**src/rtl/mem_port_arbiter.sv**
```systemverilog
`default_nettype none
// ============================================================================
// Module   : mem_port_arbiter
// Purpose  : Shares one single-port RAM between the instruction-fetch path
//            (requester I) and the load/store path (requester D).
//            Requester D wins on contention unless fetch has been denied for
//            STARVE_LIMIT consecutive cycles, in which case fetch is forced
//            through. Read data returns one cycle after the grant and is
//            steered to whichever requester issued the read.
// Revision : 1.0  initial release
// ----------------------------------------------------------------------------
// Ports:
//   clk       in   clock, all state updates on the rising edge
//   rst_n     in   synchronous reset, ACTIVE-HIGH despite the name
//   i_req     in   fetch request valid
//   i_addr    in   fetch address                     [ADDR_W]
//   i_gnt     out  fetch request accepted this cycle
//   i_rvalid  out  fetch read data valid
//   i_rdata   out  fetch read data                   [DATA_W]
//   d_req     in   data request valid
//   d_we      in   data request is a write
//   d_addr    in   data address                      [ADDR_W]
//   d_wd      in   data write data                   [DATA_W]
//   d_gnt     out  data request accepted this cycle
//   d_rvalid  out  data read data valid (reads only)
//   d_rdata   out  data read data                    [DATA_W]
//   mem_addr  out  RAM address                       [ADDR_W]
//   mem_we    out  RAM write enable
//   mem_wd    out  RAM write data                    [DATA_W]
//   mem_rd    in   RAM read data, one cycle after the address [DATA_W]
// ============================================================================
module mem_port_arbiter #(
  parameter int ADDR_W       = 32,
  parameter int DATA_W       = 32,
  parameter int STARVE_LIMIT = 4
) (
  input  logic              clk,
  input  logic              rst_n,
  // fetch requester
  input  logic              i_req,
  input  logic [ADDR_W-1:0] i_addr,
  output logic              i_gnt,
  output logic              i_rvalid,
  output logic [DATA_W-1:0] i_rdata,
  // data requester
  input  logic              d_req,
  input  logic              d_we,
  input  logic [ADDR_W-1:0] d_addr,
  input  logic [DATA_W-1:0] d_wd,
  output logic              d_gnt,
  output logic              d_rvalid,
  output logic [DATA_W-1:0] d_rdata,
  // RAM port
  output logic [ADDR_W-1:0] mem_addr,
  output logic              mem_we,
  output logic [DATA_W-1:0] mem_wd,
  input  logic [DATA_W-1:0] mem_rd
);

  // Saturation point of the 4-bit starvation counter.
  localparam logic [3:0] c_starve_limit = 4'(STARVE_LIMIT);

  // Owner of the read response due in the current cycle.
  typedef enum logic [1:0] {
    RSP_NONE = 2'd0,
    RSP_I    = 2'd1,
    RSP_D    = 2'd2
  } rsp_sel_e;

  logic [3:0] starve_cnt_q, starve_cnt_d;
  rsp_sel_e   rsp_sel_q,    rsp_sel_d;

  logic       w_i_win;
  logic       w_starved;

  // --------------------------------------------------------------------------
  // Arbitration and memory-port steering
  // --------------------------------------------------------------------------
  always_comb begin
    w_starved = (starve_cnt_q == c_starve_limit);
    // Fetch wins when it is alone, or when it has been held off long enough.
    w_i_win   = i_req && (!d_req || w_starved);

    // Grants are suppressed while reset is asserted; the rest is purely
    // combinational from the requests and registered state.
    i_gnt = !rst_n && w_i_win;
    d_gnt = !rst_n && d_req && !w_i_win;

    mem_addr = '0;
    mem_we   = 1'b0;
    mem_wd   = '0;
    if (i_gnt) begin
      mem_addr = i_addr;
    end else if (d_gnt) begin
      mem_addr = d_addr;
      mem_we   = d_we;
      mem_wd   = d_wd;
    end
  end

  // --------------------------------------------------------------------------
  // Next-state logic
  // --------------------------------------------------------------------------
  always_comb begin
    starve_cnt_d = '0;
    if (i_req && !i_gnt) begin
      starve_cnt_d = w_starved ? starve_cnt_q : (starve_cnt_q + 4'd1);
    end

    // Writes complete at grant, so only reads leave a pending response.
    rsp_sel_d = RSP_NONE;
    if (i_gnt) begin
      rsp_sel_d = RSP_I;
    end else if (d_gnt && !d_we) begin
      rsp_sel_d = RSP_D;
    end
  end

  always_ff @(posedge clk) begin
    if (rst_n) begin
      starve_cnt_q <= '0;
      rsp_sel_q    <= RSP_NONE;
    end else begin
      starve_cnt_q <= starve_cnt_d;
      rsp_sel_q    <= rsp_sel_d;
    end
  end

  // --------------------------------------------------------------------------
  // Response routing
  // --------------------------------------------------------------------------
  // Gating with reset matters when reset arrives the cycle after a read
  // grant: the register still holds the pending owner, but that response
  // must be dropped.
  always_comb begin
    i_rvalid = !rst_n && (rsp_sel_q == RSP_I);
    d_rvalid = !rst_n && (rsp_sel_q == RSP_D);
    i_rdata  = i_rvalid ? mem_rd : '0;
    d_rdata  = d_rvalid ? mem_rd : '0;
  end

endmodule
`default_nettype wire
```
**config.mk**
```make
export PLATFORM = sky130hd
export DESIGN_NAME = mem_port_arbiter
export DESIGN_NICKNAME = d
export VERILOG_FILES = /design/src/rtl/mem_port_arbiter.sv
export SDC_FILE = /design/constraint.sdc
export NUM_CORES = 1
export LEC_CHECK = 0
export CORE_AREA = 2 2 104 106
export CTS_CLUSTER_SIZE = 40
export DETAILED_ROUTE_END_ITERATION = 8
export DIE_AREA = 0 0 106 108
export GPL_ROUTABILITY_DRIVEN = 0
export GPL_TIMING_DRIVEN = 0
export PLACE_DENSITY = 0.65
export SLEW_MARGIN = 20
export SYNTH_ARGS = -nofsm -noshare
export SYNTH_HDL_FRONTEND = slang
export SYNTH_SLANG_ARGS = --single-unit
```
**constraint.sdc**
```tcl
create_clock -name clk -period 2.8 [get_ports clk]
set_input_delay 0.84 -clock clk [delete_from_list [all_inputs] [get_ports clk]]
set_output_delay 0.84 -clock clk [all_outputs]
set_load 0.02 [all_outputs]
```
; After elaboration in Yosys (flattened, before gate mapping)
; Cells that the tools add are included.
[word_totals]
elab_cells = 34
out_inout_bits = 133
inputBits = 133
regBits = 6
[classes]
reduce_logical = 16
n_mux = 10
bitwise_logic = 1
eq_ne = 3
add_sub_neg = 1
[op_table]
columns = op, n
row1 = $mux W32, 6
row2 = $logic_and A1 B1 Y1, 8
row3 = $logic_not A1 Y1, 5
row4 = $add A4 B1 Y4 const B, 1
row5 = $eq A4 B3 Y1 const B, 1
row6 = $reduce_or A2 Y1, 2
row7 = $mux W1, 3
row8 = $eq A2 B1 Y1 const B, 1
row9 = $eq A2 B2 Y1 const B, 1
row10 = $mux W2, 1
row11 = $logic_or A1 B1 Y1, 1
row12 = $not A1 Y1, 1

; Longest topological paths before layout
[logic_depth]
word_depth = 8
depth_mapped = 7
ltp_nobuf = 5

; Worst setup path before layout
; No wires, ideal clock.
[synth_path]
path_type = input port to output port
start = input rst_n
end = output d_rdata[22]
t_required_ps = 1960
n_path_buf = 1
setup_slack_ps = 91
t_arrival_ps = 1869
stages = 3
path_cell_list = nor3b_1 clkbuf_1 and2_1
[synth_via]
elab_chain_cells = 3
[synth_rtl]
columns = element, line_no
row1 = "start, declared", 38  ; input logic rst_n,
row2 = $logic_not A1 Y1, 137  ; d_rvalid = !rst_n && (rsp_sel_q == RSP_D);
row3 = $logic_and A1 B1 Y1, 137
row4 = net d_rvalid, 51  ; output logic d_rvalid,
row5 = $mux W32, 139  ; d_rdata = d_rvalid ? mem_rd : '0;
row6 = "end, declared", 52  ; output logic [DATA_W-1:0] d_rdata,
; The timed path passes the listed nets, and every way through them passes these cells.

; Worst setup path after layout
[layout_path]
start = input rst_n
end = output mem_addr[21]
[layout_via]
elab_chain_cells = 5
word_cells_on_any_way = 6
cone_classes = mux (2) / reduce/logical (4)
[layout_rtl]
columns = element, line_no
row1 = $logic_not A1 Y1 *, "86, 87"
row2 = $logic_and A1 B1 Y1 (2 in series), 87  ; d_gnt = !rst_n && d_req && !w_i_win;
row3 = $mux W32, 94  ; end else if (d_gnt) begin
row4 = $mux W32 *, 92  ; if (i_gnt) begin
row5 = "end, declared", 54  ; output logic [ADDR_W-1:0] mem_addr,
; Every way passes the cells marked *; elsewhere a longest branch is shown, timed or not.

==> impl_metrics.toml <==
[run_status]
status = "finished, violations left"
violations = "setup timing"

[floorplan]
die_area_um2 = 11400
core_um2 = 10200
rows = 37
die_w_um = 106
ios = 266
initial_core_util_pct = 12.4
die_y_um = 108

[pwr]
power_switching_uw = 230
power_leakage_uw = 0.00190
power_density_nw_per_um2 = 178
p_total_uw = 686
p_comb_share_pct = 68.0
irDropWorstVdd_mv = 0.0852
seq_power_share_pct = 13.1
internal-power_uw = 455
power_frac_clock_pct = 18.9
p_sw_share_pct = 33.6

[sta]
skew_ns = 0.00412
fin_setup_tns_ns = -0.0230
maxSlewHeadroom_pct = 79.7
worst_slack_ns = -0.0165
hold_slack_ns = 0.486
hold_viol = 0
slew_viol_final = 0
max_freq_ghz = 0.355
tightest_slew_ns = 0.303
setup_violations = 3
period_share_pct = 101
timing.final.crit_period_ns = 2.82
rsz0062_at_grt = "true"

[worst_hold_path]
min_path_type = "flip-flop to flip-flop"
hold_start = "starve_cnt_q[0]"
min_path_cells = 1
holdPathEnd = "starve_cnt_q[0]"

[worst_setup_path]
startpoint_type = "input pin"
r2r_start = "starve_cnt_q[0]"
reg2reg_slack_ns = 1.30
crit_path_max_fanout = 8
critPathArrivalTime_ns = 1.98
reg2reg_depth = 7
r2r-end = "rsp_sel_q[1]"
cp.required_ns = 1.96
critical_path_class = "input pin to primary output"
end_kind = "primary output"

[global_route]
grt_pass1_wl_um = 12200
grtUsageTotal_pct = 13.5
antenna_found_initial = 0
grt_pass1_vias = 2426
overflow = 0
grt_max_degree = 11

[final_layout]
nets = 590
drive_gt1_share_pct = 32.2
final_cells = 589
syn_to_final_growth_pct = 205
layout_common_cells = "129 x clkdlybuf4s50_1, 97 x and2_1, 54 x buf_2, 40 x clkbuf_2, 32 x a22o_1"
antennaDiodeCount = 0
layout_commonest_cell = "clkdlybuf4s50_1"

[place]
dp.final_hpwl_um = 7290
io_buffers = 265
place_inst = 576

[drt]
met1_length_um = 2990
wirelength_um = 8420
top_layer = "met4"
dr_wl_met3_um = 971
routedWlPerCell_um = 14.3
drc_errors = 0
final_antenna_net_count = 0
drtIter0Drc = 61
via_count = 2322
drt_pass1_iterations = 4
wl_met2_um = 4310
viasPerCell = 3.94

[synthesis]
yosysWarnings = 0
syn_nets = 310
synth_area_um2 = 1270
synth_area_leaders = "and2_1 48%, a22o_1 22%, dfxtp_1 9.5%"
synth_area_per_cell_um2 = 7.24
yosysTopAreaCell = "and2_1"
synth_top_area_share_pct = 47.9
synthCells = 175
ys_seq_elements = 6
seq_area_frac_synth_pct = 9.48
synth.distinct_cells = 21

[clock_tree]
cts_tree = "yes"
cts_root_buf = "clkbuf_8"
htree_num_levels = 1
cts_inserted_buffers = 3
cts_buffer_depth = 2
clkSinkCount = 6
clk_transition_reported_paths_ns = 0.03
clock_latency_ns = 0.22

[run]
maxCapViolCount = 0
[stage by stage]
stage | worst slack, ns | utilization, % | cell area [um2]
4_1_cts | 0.0178 | 39.2 | 4020
2_1_floorplan | 0.0911 | - | 1270
6_report | -0.0165 | 37.7 | 3860
3_3_place_gp | -1.15 | 40.0 | 4090
5_1_grt | -0.0555 | 37.7 | 3860
3_5_place_dp | -1.18 | 40.0 | 4090
[per-layer routing]
| metal | vias up | GRT usage (%) |
|---|---|---|
| met1 | 1006 | 13.2 |
| met3 | 10 | 5.18 |
| met2 | 163 | 26.8 |
| li1 | 1143 | - |
| met4 | 0 | 3.29 |
| met5 | - | 0 |
[layout make-up]
type	count	area, um2
Buffer	16	165
Clock buffer	3	41.3
Fill cell	1103	6370
Inverter	5	18.8
Multi-Input combinational cell	148	1080
Sequential cell	6	120
Tap cell	136	170
Timing Repair Buffer	275	2260
[cells by family after synthesis]
family          after synthesis  synth area share, %
simple gates                109                 54.2
compound gates               35                 24.0
buf+inv                      21                 8.88
flops                         6                 9.48
fa+ha+maj                     2                 1.97
xor+xnor                      1                0.691
mux                           1                0.790
[cells in the mapped netlist]
master and number:
nor2_1 1, o211a_1 1, xnor2_1 1, buf_6 4, clkbuf_1 9, a21oi_1 1
nor2b_1 1, nor3_1 4, a21oi_2 1, nor3b_1 2, buf_2 3, nand3_1 1
dfxtp_1 6, nand2_1 1, nand2b_1 1, mux2i_1 1, a22o_1 32, ha_1 2
and2_1 97, nand3b_4 1, inv_1 5
[critical path: stages]
cell and delay (ns):
buf_4 0.14, nand2b_4 0.16, a21oi_4 0.27, buf_2 0.23
a22o_1 0.16, buf_2 0.17
[state kept, by name (all words and copies together), names as in the netlist]
signal	cells
rsp_sel_q	2
starve_cnt_q	4
[power by group through the flow]
stage                     Sequential, uW  Clock (uW)  Combinational (uW)
after global placement              90.3           0                 494
after global routing                90.0         141                 495
after CTS                           89.8         138                 468
after floorplan                     90.1           0                 166
after detailed placement            90.5           0                 497
final                               89.8         130                 466
[what timing repair did]
action	CTS	global route
hold endpoints to repair	0	0
hold buffers	0	0
endpoints found under the setup margin	133	68
cloned	2	2
resized for setup	390	94
pin swaps	4	2
buffers inserted	5	1
[worst max-delay path by stage]
stage / startpoint / to / slack [ns] / cells past startpoint
finish: rst_n / mem_addr[21] / -0.02 / 6
global route: rst_n / mem_addr[12] / -0.06 / 6
CTS: rst_n / d_rdata[19] / 0.02 / 6
detailed placement: rst_n / d_rdata[15] / -1.18 / 5
global placement: rst_n / i_rdata[18] / -1.15 / 5
floorplan: rst_n / d_rdata[22] / 0.09 / 3
Note: power is estimated with default switching activity, not from simulation.
